`config.mk`:
```
export PLATFORM = sky130hd
export DESIGN_NAME = max_stream_ctrl
export DESIGN_NICKNAME = d
export VERILOG_FILES = /design/src/rtl/max_pkg.sv /design/src/rtl/max_cmp_core.sv /design/src/rtl/max_stream_ctrl.sv
export SDC_FILE = /design/constraint.sdc
export NUM_CORES = 1
export LEC_CHECK = 0
export ABC_AREA = 1
export BUFFER_PORTS_ARGS = -buffer_cell sky130_fd_sc_hd__buf_2
export CAP_MARGIN = 25
export CORE_MARGIN = 1.5
export CORE_UTILIZATION = 25
export DETAILED_ROUTE_END_ITERATION = 12
export GPL_TIMING_DRIVEN = 0
export PLACE_DENSITY = 0.42
export SLEW_MARGIN = 40
export SYNTH_ARGS = -nofsm -noshare
export SYNTH_HDL_FRONTEND = slang
export SYNTH_SLANG_ARGS = --single-unit
```
`constraint.sdc`:
```
create_clock -name clk -period 1.61 [get_ports clk]
set_input_delay 0.0805 -clock clk [delete_from_list [all_inputs] [get_ports clk]]
set_output_delay 0.0805 -clock clk [all_outputs]
set_load 0.1 [all_outputs]
```
`src/rtl/max_pkg.sv`:
```
// Shared types and defaults for the streaming max controller and its compare slice.
package max_pkg;

  typedef enum logic [1:0] {
    IDLE = 2'd0,
    LOAD = 2'd1,
    DONE = 2'd2
  } state_t;

  localparam int MAX_W = 4;
  localparam int MAX_N = 8;

  // Index width for n operands; never narrower than one bit.
  function automatic int idx_width(input int n);
    return (n <= 2) ? 1 : $clog2(n);
  endfunction

endpackage

```
`src/rtl/max_cmp_core.sv`:
```
// Combinational unsigned a > b slice; the shared resource the controller schedules.
module max_cmp_core #(
  parameter int W = 4
) (
  input  logic [W-1:0] a,
  input  logic [W-1:0] b,
  output logic         gt
);

  assign gt = (a > b);

endmodule

```
`src/rtl/max_stream_ctrl.sv`:
```
// Per-frame maximum and first-occurrence index over a serial operand stream,
// using one shared compare slice and a valid/ready result handshake.
module max_stream_ctrl
  import max_pkg::*;
#(
  parameter int W     = MAX_W,
  parameter int N     = MAX_N,
  parameter int IDX_W = idx_width(N)
) (
  input  logic             clk,
  input  logic             rst,
  input  logic             start,
  input  logic             in_valid,
  output logic             in_ready,
  input  logic [W-1:0]     in_data,
  output logic             out_valid,
  input  logic             out_ready,
  output logic [W-1:0]     out_max,
  output logic [IDX_W-1:0] out_idx,
  output logic             busy
);

  localparam logic [IDX_W-1:0] LAST = IDX_W'(N - 1);

  state_t           state_q, state_d;
  logic [IDX_W-1:0] cnt_q, cnt_d;
  logic [W-1:0]     max_q, max_d;
  logic [IDX_W-1:0] idx_q, idx_d;
  logic             in_ready_q, out_valid_q, busy_q;
  logic             gt;
  logic             accept;

  max_cmp_core #(.W(W)) u_cmp (
    .a  (in_data),
    .b  (max_q),
    .gt (gt)
  );

  // in_ready_q is only ever set while in LOAD, so it alone qualifies an accept.
  assign accept = in_valid && in_ready_q;

  always_comb begin
    state_d = state_q;
    cnt_d   = cnt_q;
    max_d   = max_q;
    idx_d   = idx_q;
    case (state_q)
      IDLE: begin
        if (start) begin
          state_d = LOAD;
          cnt_d   = '0;
        end
      end
      LOAD: begin
        if (accept) begin
          if (cnt_q == '0) begin
            max_d = in_data;
            idx_d = '0;
          end else if (gt) begin
            max_d = in_data;
            idx_d = cnt_q;
          end
          // cnt parks at N-1 on the final beat; it restarts only with the next frame.
          if (cnt_q == LAST) state_d = DONE;
          else               cnt_d   = cnt_q + 1'b1;
        end
      end
      DONE: begin
        if (out_ready) state_d = IDLE;
      end
      default: state_d = IDLE;
    endcase
  end

  always_ff @(posedge clk or posedge rst) begin
    if (rst) begin
      state_q     <= IDLE;
      cnt_q       <= '0;
      max_q       <= '0;
      idx_q       <= '0;
      in_ready_q  <= 1'b0;
      out_valid_q <= 1'b0;
      busy_q      <= 1'b0;
    end else begin
      state_q     <= state_d;
      cnt_q       <= cnt_d;
      max_q       <= max_d;
      idx_q       <= idx_d;
      in_ready_q  <= (state_d == LOAD);
      out_valid_q <= (state_d == DONE);
      busy_q      <= (state_d != IDLE);
    end
  end

  assign in_ready  = in_ready_q;
  assign out_valid = out_valid_q;
  assign busy      = busy_q;
  assign out_max   = max_q;
  assign out_idx   = idx_q;

endmodule

```
* Yosys cells after proc, flatten, opt, wreduce, memory -nomap -nowiden
Cells that the tools add are included.
** Cells by class
- Divide/modulo/power cells :: 0
- $lt $le $gt $ge :: 1
- Mux-type cells :: 13
- Shift operators :: 0
- Add/sub/neg operators :: 1
- Multipliers :: 0
- Reduce and logical (&&, ||, !) cells :: 8
- Equality and inequality tests :: 8
- Bitwise gates (word level) :: 0
** Operators with widths (count)
- two-way mux 3 bit :: 5
- two-way mux 2 bit :: 4
- two-way mux 4 bit :: 2
- != test 2 bit (second input constant) :: 3
- one-hot mux 2 bit (3 select lines) :: 1
- one-hot mux 3 bit (2 select lines) :: 1
- nonzero test 2 bit :: 3
- equality test 2 x 1 -> 1 bit (second input constant) :: 2
- equality test 2 bit (second input constant) :: 2
- greater-than comparator 4 bit :: 1
- AND reduction 4 bit :: 1
- adder 3 x 1 -> 3 bit (second input constant) :: 1
- equality test 3 bit (second input constant) :: 1
- logical NOT 3 bit :: 1
- AND reduction 3 bit :: 1
- logical NOT 2 bit :: 1
- logical AND 1 bit :: 1
** Word-level totals
- Latch bits :: 0
- Register bits after elaboration :: 15
- Memories kept :: 0
- ROM bits :: 0
- Word-level logic and storage cells :: 38
- RAM bits :: 0

* Depth between registers and ports, before layout
Gate-level depths: netlist of run 1.
- Depth in word-level cells :: 5
- Depth in mapped cells :: 12

* Cells and area by module
From an unflattened synthesis of run 1, not the netlist that was laid out.
** Unflattened totals
- Cell total of the unflattened synthesis :: 98
- Area total of the unflattened synthesis :: 804.5 µm²
** By module, submodules not included
- max_stream_ctrl :: cells each 79, area an instance 695.7 µm², seq. area each 375.4 µm², instances 1
- max_cmp_core :: cells each 19, area an instance 108.9 µm², seq. area each 0.0 µm², instances 1

* Least setup slack after synthesis of run 1
Ideal clock, no wire load.
- Kind :: register -> register
- From :: register max_q[3], in the netlist out_max[3]
- To :: register max_q[0], in the netlist out_max[0]
- Cell stages (with the launch flop) :: 12
- Setup time :: 0.122 ns
- Path slack :: -0.468 ns
- Period minus slack after synthesis :: 2.078 ns
- Required time :: 1.488 ns
- Data arrival time :: 1.956 ns
- Cells stage by stage :: dfrtp_1 -> inv_1 -> ha_1 -> nand2_1 -> inv_2 -> nand2_1 -> nand2_1 -> nand2_1 -> nand2_1 -> nand2_2 -> nand2_1 -> nand2_1
** On the way
- Longest elaborated chain between the ends :: 3
** RTL lines
- from (decl) :: RTL line max_stream_ctrl.sv:27 : logic [W-1:0] max_q, max_d;
- from (signal assigned) :: RTL line max_stream_ctrl.sv:87 : max_q <= max_d;
- greater-than comparator 4 bit :: RTL line max_cmp_core.sv:10 : assign gt = (a > b);
- nonzero test 2 bit (no source line)
- AND reduction 3 bit (no source line)
Every way passes these cells.
A chain may end at the register's enable or synchronous reset.

* Worst setup path after layout of run 1
- From :: register max_q[1], in the netlist out_max[1]
- To :: register idx_q[0], in the netlist out_idx[0]
** On the way
- Longest elaborated chain between the ends :: 3
** RTL lines
- greater-than comparator 4 bit :: RTL line max_cmp_core.sv:10
- nonzero test 2 bit (no source line)
- AND reduction 3 bit (no source line)
- to (signal assigned) :: RTL line max_stream_ctrl.sv:88 : idx_q <= idx_d;
- to (decl) :: RTL line max_stream_ctrl.sv:28 : logic [IDX_W-1:0] idx_q, idx_d;
Every way passes these cells.

==> results.sh, run 1 <==
export IMPL_rsz0062_at_grt="false"
export IMPL_start_kind="flip-flop"
export IMPL_drt_iter0_drc=21
export IMPL_drive_gt1_share_pct=34.5
export IMPL_max_slew_margin_pct=61.2
export IMPL_grt_pass1_vias=648
export IMPL_dieArea_sq_um=3480
export IMPL_die_y_um=59.0
export IMPL_hold_start="in_valid"
export IMPL_place_inst=140
export IMPL_fmax_mhz=681
export IMPL_multi_input_area_sq_um=385
export IMPL_crit_top_cell="nand2_1"
export IMPL_crit_path_max_incr_delay_ps=490
export IMPL_grt_ovfl_total=0
export IMPL_synth_top_area_share_pct=47.9
export IMPL_yosysTopAreaCell="dfrtp_1"
export IMPL_cts_buffers=3
export IMPL_synth_net_count=105
export IMPL_final_period_utilization_pct=91.2
export IMPL_drv_cap=0
export IMPL_synthToLayoutAreaGrowth_pct=28.3
export IMPL_min_path_cells=2
export IMPL_gp_congestion=0.657
export IMPL_r2r_start="out_max[1]$_DFFE_PP0P_"
export IMPL_finalNonFillerCells=146
export IMPL_fin_skew_ps=0.439
export IMPL_cts_tree="built"
export IMPL_fin_setup_tns_ps=0
export IMPL_post_drt_wl_per_cell_um=10.5
export IMPL_worst_path_max_fanout=8
export IMPL_nFillCells=335
export IMPL_grt_pass1_wl_mm=2.82
export IMPL_cts_setup_buffers=0
export IMPL_arrival_ps=1690
export IMPL_criticalPathCategory="flip-flop to flip-flop"
export IMPL_cts_root_buf="clkbuf_4"
export IMPL_rows=20
export IMPL_yosysSeqAreaShare_pct=47.9
export IMPL_clkTransAtPathRegs_ps=90
export IMPL_status="completed"
export IMPL_maxSlewViolCount=0
export IMPL_vias=655
export IMPL_r2r_slack_ps=140
export IMPL_ys_ff_latch=15
export IMPL_grt_max_degree=16
export IMPL_synth_most_common_cell="nand2_1"
export IMPL_die_w_um=59.0
export IMPL_wl_mm=1.53
export IMPL_final_core_util_pct=33.5
export IMPL_holdCritPathClass="input port to flip-flop"
export IMPL_reg2reg_to="out_idx[0]$_DFFE_PP0P_"
export IMPL_start_util_pct=26.1
export IMPL_netlist_area_sq_um=783
export IMPL_yosysUniqueCellTypes=16
export IMPL_synth_edf_count=0
export IMPL_core_area_sq_um=3000
export IMPL_pin_count=19
export IMPL_worstMarginPinSlew_ps=581
export IMPL_seqCellArea_sq_um=389
export IMPL_io_buffers=18
export IMPL_synth_common_cells="nand2_1, dfrtp_1, inv_1, nand3_1, ha_1"
export IMPL_insertion_delay_ps=270
export IMPL_worstPathRequired_ps=1830
export IMPL_antenna_found_initial=0
export IMPL_cpMaxStageDelayCell="dfrtp_4"
export IMPL_h_tree_depth=1
export IMPL_fin_nets=130
export IMPL_grt_total_usage_pct=10.8
export IMPL_worstRegToRegCells=11
export IMPL_async_flop_share_pct=100
export IMPL_vias_per_cell=4.49
export IMPL_end_kind="flip-flop"
export IMPL_clock_sinks=15
export IMPL_synth_avg_cell_area_sq_um=8.80
export IMPL_postSynthCellCount=89
export IMPL_synth_flop_cell="dfrtp_1"
export IMPL_yosys_warnings=0
export IMPL_dp_hpwl_mm=1.20
export IMPL_crit_chain="inv_2 -> ha_1 -> nand2_1 -> nand2_1 -> nand2_1 -> nand2_1 -> nand2_2 -> nand2_4 -> nand2_4 -> nand2_1 -> nand2_1"
export IMPL_layout_min_cycle_time_ps=1470
export IMPL_drc=0
export IMPL_cts_buffer_depth=2
export IMPL_diodes=0
export IMPL_dr_pass1_iters=4
export IMPL_ant_nets=0
export IMPL_setup_viol=0
export IMPL_synth_area_leaders="dfrtp_1, ha_1, nand2_1, nand3_1, inv_1"
export IMPL_min_to="in_ready$_DFF_PP0_"
export IMPL_hold_viol_final=0
[worst max-delay path by stage]
| stage | from | end | slack [ps] |
|---|---|---|---|
| 6_report | out_max[1]$_DFFE_PP0P_ | out_idx[0]$_DFFE_PP0P_ | 140 |
| 5_1_grt | cnt_q[0]$_DFFE_PP0P_ | cnt_q[2]$_DFFE_PP0P_ | 10 |
| 4_1_cts | out_max[3]$_DFFE_PP0P_ | out_idx[0]$_DFFE_PP0P_ | 60 |
| 3_5_place_dp | out_max[3]$_DFFE_PP0P_ | out_idx[0]$_DFFE_PP0P_ | 80 |
| 3_3_place_gp | out_max[3]$_DFFE_PP0P_ | out_idx[0]$_DFFE_PP0P_ | 110 |
| 2_1_floorplan | out_max[3]$_DFFE_PP0P_ | out_idx[0]$_DFFE_PP0P_ | -5 |
[critical path: cells and delay by family, from the launching register on]
family        cells  cell delay [ps]
fa+ha+maj         1              240
simple gates      9              630
buf+inv           1               50
flops             1              490
[flip-flops by register name, summed over array words and instances, names as in the netlist]
name       count
in_ready       1
out_valid      1
cnt_q          3
out_idx        3
out_max        4
busy           1
state_q        2
[logic make-up after synthesis]
family | share of synthesized area [%]
AOI/OAI and AO/OA | 8.63
adders and majority gates | 11.2
buffers and inverters | 6.71
DFF | 47.9
and+or+nand+nor | 25.6
[per-layer routing]
metal  GRT usage [%]  wire (um)  up-vias
met4            4.87         10        0
met3            1.97         68        2
li1                -          -      338
met2            17.1        705       13
met5               0          0        -
met1            14.2        742      302
[layout make-up]
cell class              count  share of cell area [%]
well taps                  33                    4.11
repair buffers             20                    11.0
flip-flops and latches     15                    38.7
clock buffers               4                    2.62
inverters                  14                    5.23
multi-input cells          60                    38.4
[cells in the final DEF, fill, tap and decap left out]
| cell | synthesis | final |
|---|---|---|
| nand2_1 | 23 | 20 |
| buf_2 | 0 | 18 |
| nand3_1 | 11 | 11 |
| inv_1 | 13 | 10 |
| dfrtp_1 | 15 | 10 |
| ha_1 | 7 | 6 |
| nand2_2 | 3 | 4 |
| inv_2 | 1 | 4 |
| a21oi_1 | 3 | 3 |
| clkbuf_4 | 0 | 3 |
| dfrtp_4 | 0 | 3 |
| nand2_4 | 0 | 2 |
| o21ai_1 | 2 | 2 |
| nor2_1 | 2 | 2 |
| o21ai_0 | 2 | 2 |
| o31ai_1 | 2 | 2 |
| a41oi_1 | 2 | 2 |
| dlygate4sd3_1 | 0 | 2 |
| dfrtp_2 | 0 | 2 |
| nor2_8 | 1 | 1 |
| nor2_2 | 1 | 1 |
| or2_1 | 1 | 1 |
| ha_4 | 0 | 1 |
| clkbuf_1 | 0 | 1 |
[timing repair]
| item | in CTS | in global routing |
|---|---|---|
| hold buffers | 2 | 0 |
| setup endpoints to repair | 0 | 7 |
| endpoints found under the hold margin | 16 | 0 |
| resized for setup | 0 | 2 |
[through the flow]
stage	hold slack (ps)	setup WS, ps	cell area, sq um
global route	40.5	12.7	1000
global placement	178	105	951
floorplan	-18.1	-4.55	820
finish	49.2	141	1000
detailed placement	179	82.3	951
CTS	36.9	56.8	997
Power of run 1 is not shown: default switching activity piles up to over one toggle a cycle in this logic, so the estimate is an artifact.
==> run 2: changes to the inputs <==
--- a/config.mk
+++ b/config.mk
@@ -5,7 +5,7 @@
 export SDC_FILE = /design/constraint.sdc
 export NUM_CORES = 1
 export LEC_CHECK = 0
-export ABC_AREA = 1
+export ABC_AREA = 0
 export BUFFER_PORTS_ARGS = -buffer_cell sky130_fd_sc_hd__buf_2
 export CAP_MARGIN = 25
 export CORE_MARGIN = 1.5
==> run 2 against run 1 <==
The run now ends with negative setup slack left. Maximum frequency decreased by 20%. Count of clock-buffer cells in the layout unchanged. Final cell count down 2.7%. Cell area up 7.8%. Worst hold slack got worse by 16 ps. Global-route usage down 0.68 points. Highest routed layer unchanged.
==> results.sh, run 2 <==
export IMPL_crit_cells=7
export IMPL_insertion_delay_ps=280
export IMPL_drc=0
export IMPL_fin_setup_tns_ps=-1340
export IMPL_hold_viol_final=0
export IMPL_wl_mm=1.55
export IMPL_io_buffers=18
export IMPL_postSynthCellCount=70
export IMPL_fin_nets=115
export IMPL_netlist_area_sq_um=790
export IMPL_grt_max_degree=16
export IMPL_end_kind="flip-flop"
export IMPL_status="finished, violations left"
export IMPL_synth_area_leaders="dfrtp_1, ha_1, mux2_2, inv_1, o21ai_0"
export IMPL_criticalPathCategory="flip-flop to flip-flop"
export IMPL_design_area_sq_um=1080
export IMPL_post_drt_wl_per_cell_um=10.9
export IMPL_die_y_um=59.2
export IMPL_grt_ovfl_total=0
export IMPL_worst_path_max_fanout=4
export IMPL_clkTransAtPathRegs_ps=100
export IMPL_pin_count=19
export IMPL_grt_total_usage_pct=10.1
export IMPL_dp_hpwl_mm=1.12
export IMPL_yosysSeqAreaShare_pct=47.5
export IMPL_cp_buffers_inverters=2
export IMPL_drive_gt1_share_pct=44.9
export IMPL_start_util_pct=26.1
export IMPL_synth_most_common_cell="dfrtp_1"
export IMPL_synth_net_count=86
export IMPL_cts_buffer_depth=2
export IMPL_worstRegToRegCells=7
export IMPL_ys_ff_latch=15
export IMPL_gp_congestion=0.718
export IMPL_postPlaceCellArea_sq_um=955
export IMPL_clock_sinks=15
export IMPL_dp_worst_setup_slack_ps=-390
export IMPL_diodes=0
export IMPL_drt_iter0_drc=27
export IMPL_cts_root_buf="clkbuf_4"
export IMPL_worstPathRequired_ps=1780
export IMPL_maxSlewViolCount=0
export IMPL_synth_flop_cell="dfrtp_1"
export IMPL_yosysUniqueCellTypes=23
export IMPL_synth_edf_count=0
export IMPL_synth_avg_cell_area_sq_um=11.3
export IMPL_layout_common_cells="buf_2, inv_1, dfrtp_1"
export IMPL_crit_path_max_incr_delay_ps=420
export IMPL_start_kind="flip-flop"
export IMPL_synthToLayoutAreaGrowth_pct=37.2
export IMPL_vias_per_cell=4.27
export IMPL_final_setup_worst_slack_ps=-233
export IMPL_fmax_mhz=543
export IMPL_antenna_found_initial=0
export IMPL_largest_reg_flops=4
export IMPL_vias=607
export IMPL_arrival_ps=2010
export IMPL_rsz0062_at_grt="true"
export IMPL_synth_common_cells="dfrtp_1, inv_1, ha_1, o21ai_0, mux2_2"
export IMPL_grt_pass1_wl_mm=2.59
export IMPL_final_core_util_pct=35.8
export IMPL_max_slew_margin_pct=59.0
export IMPL_layout_min_cycle_time_ps=1840
export IMPL_worstMarginPinSlew_ps=615
export IMPL_cts_buffers=3
export IMPL_crit_chain="inv_2 -> ha_4 -> nor2b_1 -> o211ai_1 -> a311oi_4 -> buf_6 -> mux2_4"
export IMPL_ant_nets=0
export IMPL_holdCritPathClass="input port to flip-flop"
export IMPL_dieArea_sq_um=3500
export IMPL_grt_pass1_vias=596
export IMPL_cpMaxStageDelayCell="dfrtp_4"
export IMPL_async_flop_share_pct=100
export IMPL_fin_skew_ps=8.91
export IMPL_dr_pass1_iters=2
export IMPL_yosys_warnings=0
export IMPL_final_common_cell="buf_2"
export IMPL_h_tree_depth=1
export IMPL_violations="negative setup slack"
export IMPL_drv_cap=0
export IMPL_setup_viol=7
export IMPL_final_period_utilization_pct=114
export IMPL_synth_top_area_share_pct=47.5
export IMPL_min_path_cells=2
export IMPL_crit_family="flip-flops"
export IMPL_core_area_sq_um=3030
export IMPL_die_w_um=59.2
export IMPL_rows=20
export IMPL_yosysTopAreaCell="dfrtp_1"
export IMPL_cts_tree="built"
-- run 2: layout make-up --
| cell class | count | area, sq um |
|---|---|---|
| multi-input combinational | 43 | 413 |
| buffer | 1 | 7.51 |
| fill | 324 | 1940 |
| inverter | 11 | 41.3 |
| clock buffer | 4 | 26.3 |
| sequential | 15 | 392 |
| timing repair buffer | 24 | 149 |
| tap | 44 | 55.1 |
-- run 2: repair_timing --
item	4_1_cts	5_1_grt
gates resized for setup	9	2
endpoints found under the setup margin	10	10
hold buffers	1	0
pin swaps	2	1
hold endpoints to repair	15	0
buffers inserted	4	1
-- run 2: path summary, 6_finish.rpt --
kind	from	end	slack [ps]
setup / recovery	out_max[1]$_DFFE_PP0P_	out_max[3]$_DFFE_PP0P_	-230
hold / removal	start	busy$_DFF_PP0_	30
setup reg to reg	out_max[1]$_DFFE_PP0P_	out_max[3]$_DFFE_PP0P_	-230
hold reg to reg	out_idx[2]$_DFFE_PP0P_	out_idx[2]$_DFFE_PP0P_	520
max in group asynchronous	rst	out_max[3]$_DFFE_PP0P_	740
min in group asynchronous	rst	out_valid$_DFF_PP0_	400
-- run 2: cells by family (layout without fill, tap and decap cells) --
logic type      count (synthesis)  in the layout  share of synthesized area, %
flops                          15             15                          47.5
buf+inv                        12             40                          6.18
fa+ha+maj                       7              7                          11.1
compound gates                 15             15                          14.3
simple gates                   14             14                          11.3
mux                             7              7                          9.67
-- run 2: routing by layer --
| metal | part of all wire, % | track usage, % |
|---|---|---|
| met5 | 0 | 0 |
| met4 | 0.97 | 1.95 |
| met3 | 5.1 | 4.59 |
| met2 | 45 | 15.9 |
| met1 | 49 | 12.7 |
-- run 2: stage by stage --
step,hold slack (ps),instances
6_report,33.2,142
5_1_grt,38.0,142
4_1_cts,29.2,141
3_5_place_dp,200,132
3_3_place_gp,190,132
2_1_floorplan,-18.0,70
Power of run 2 is left out for the same reason.
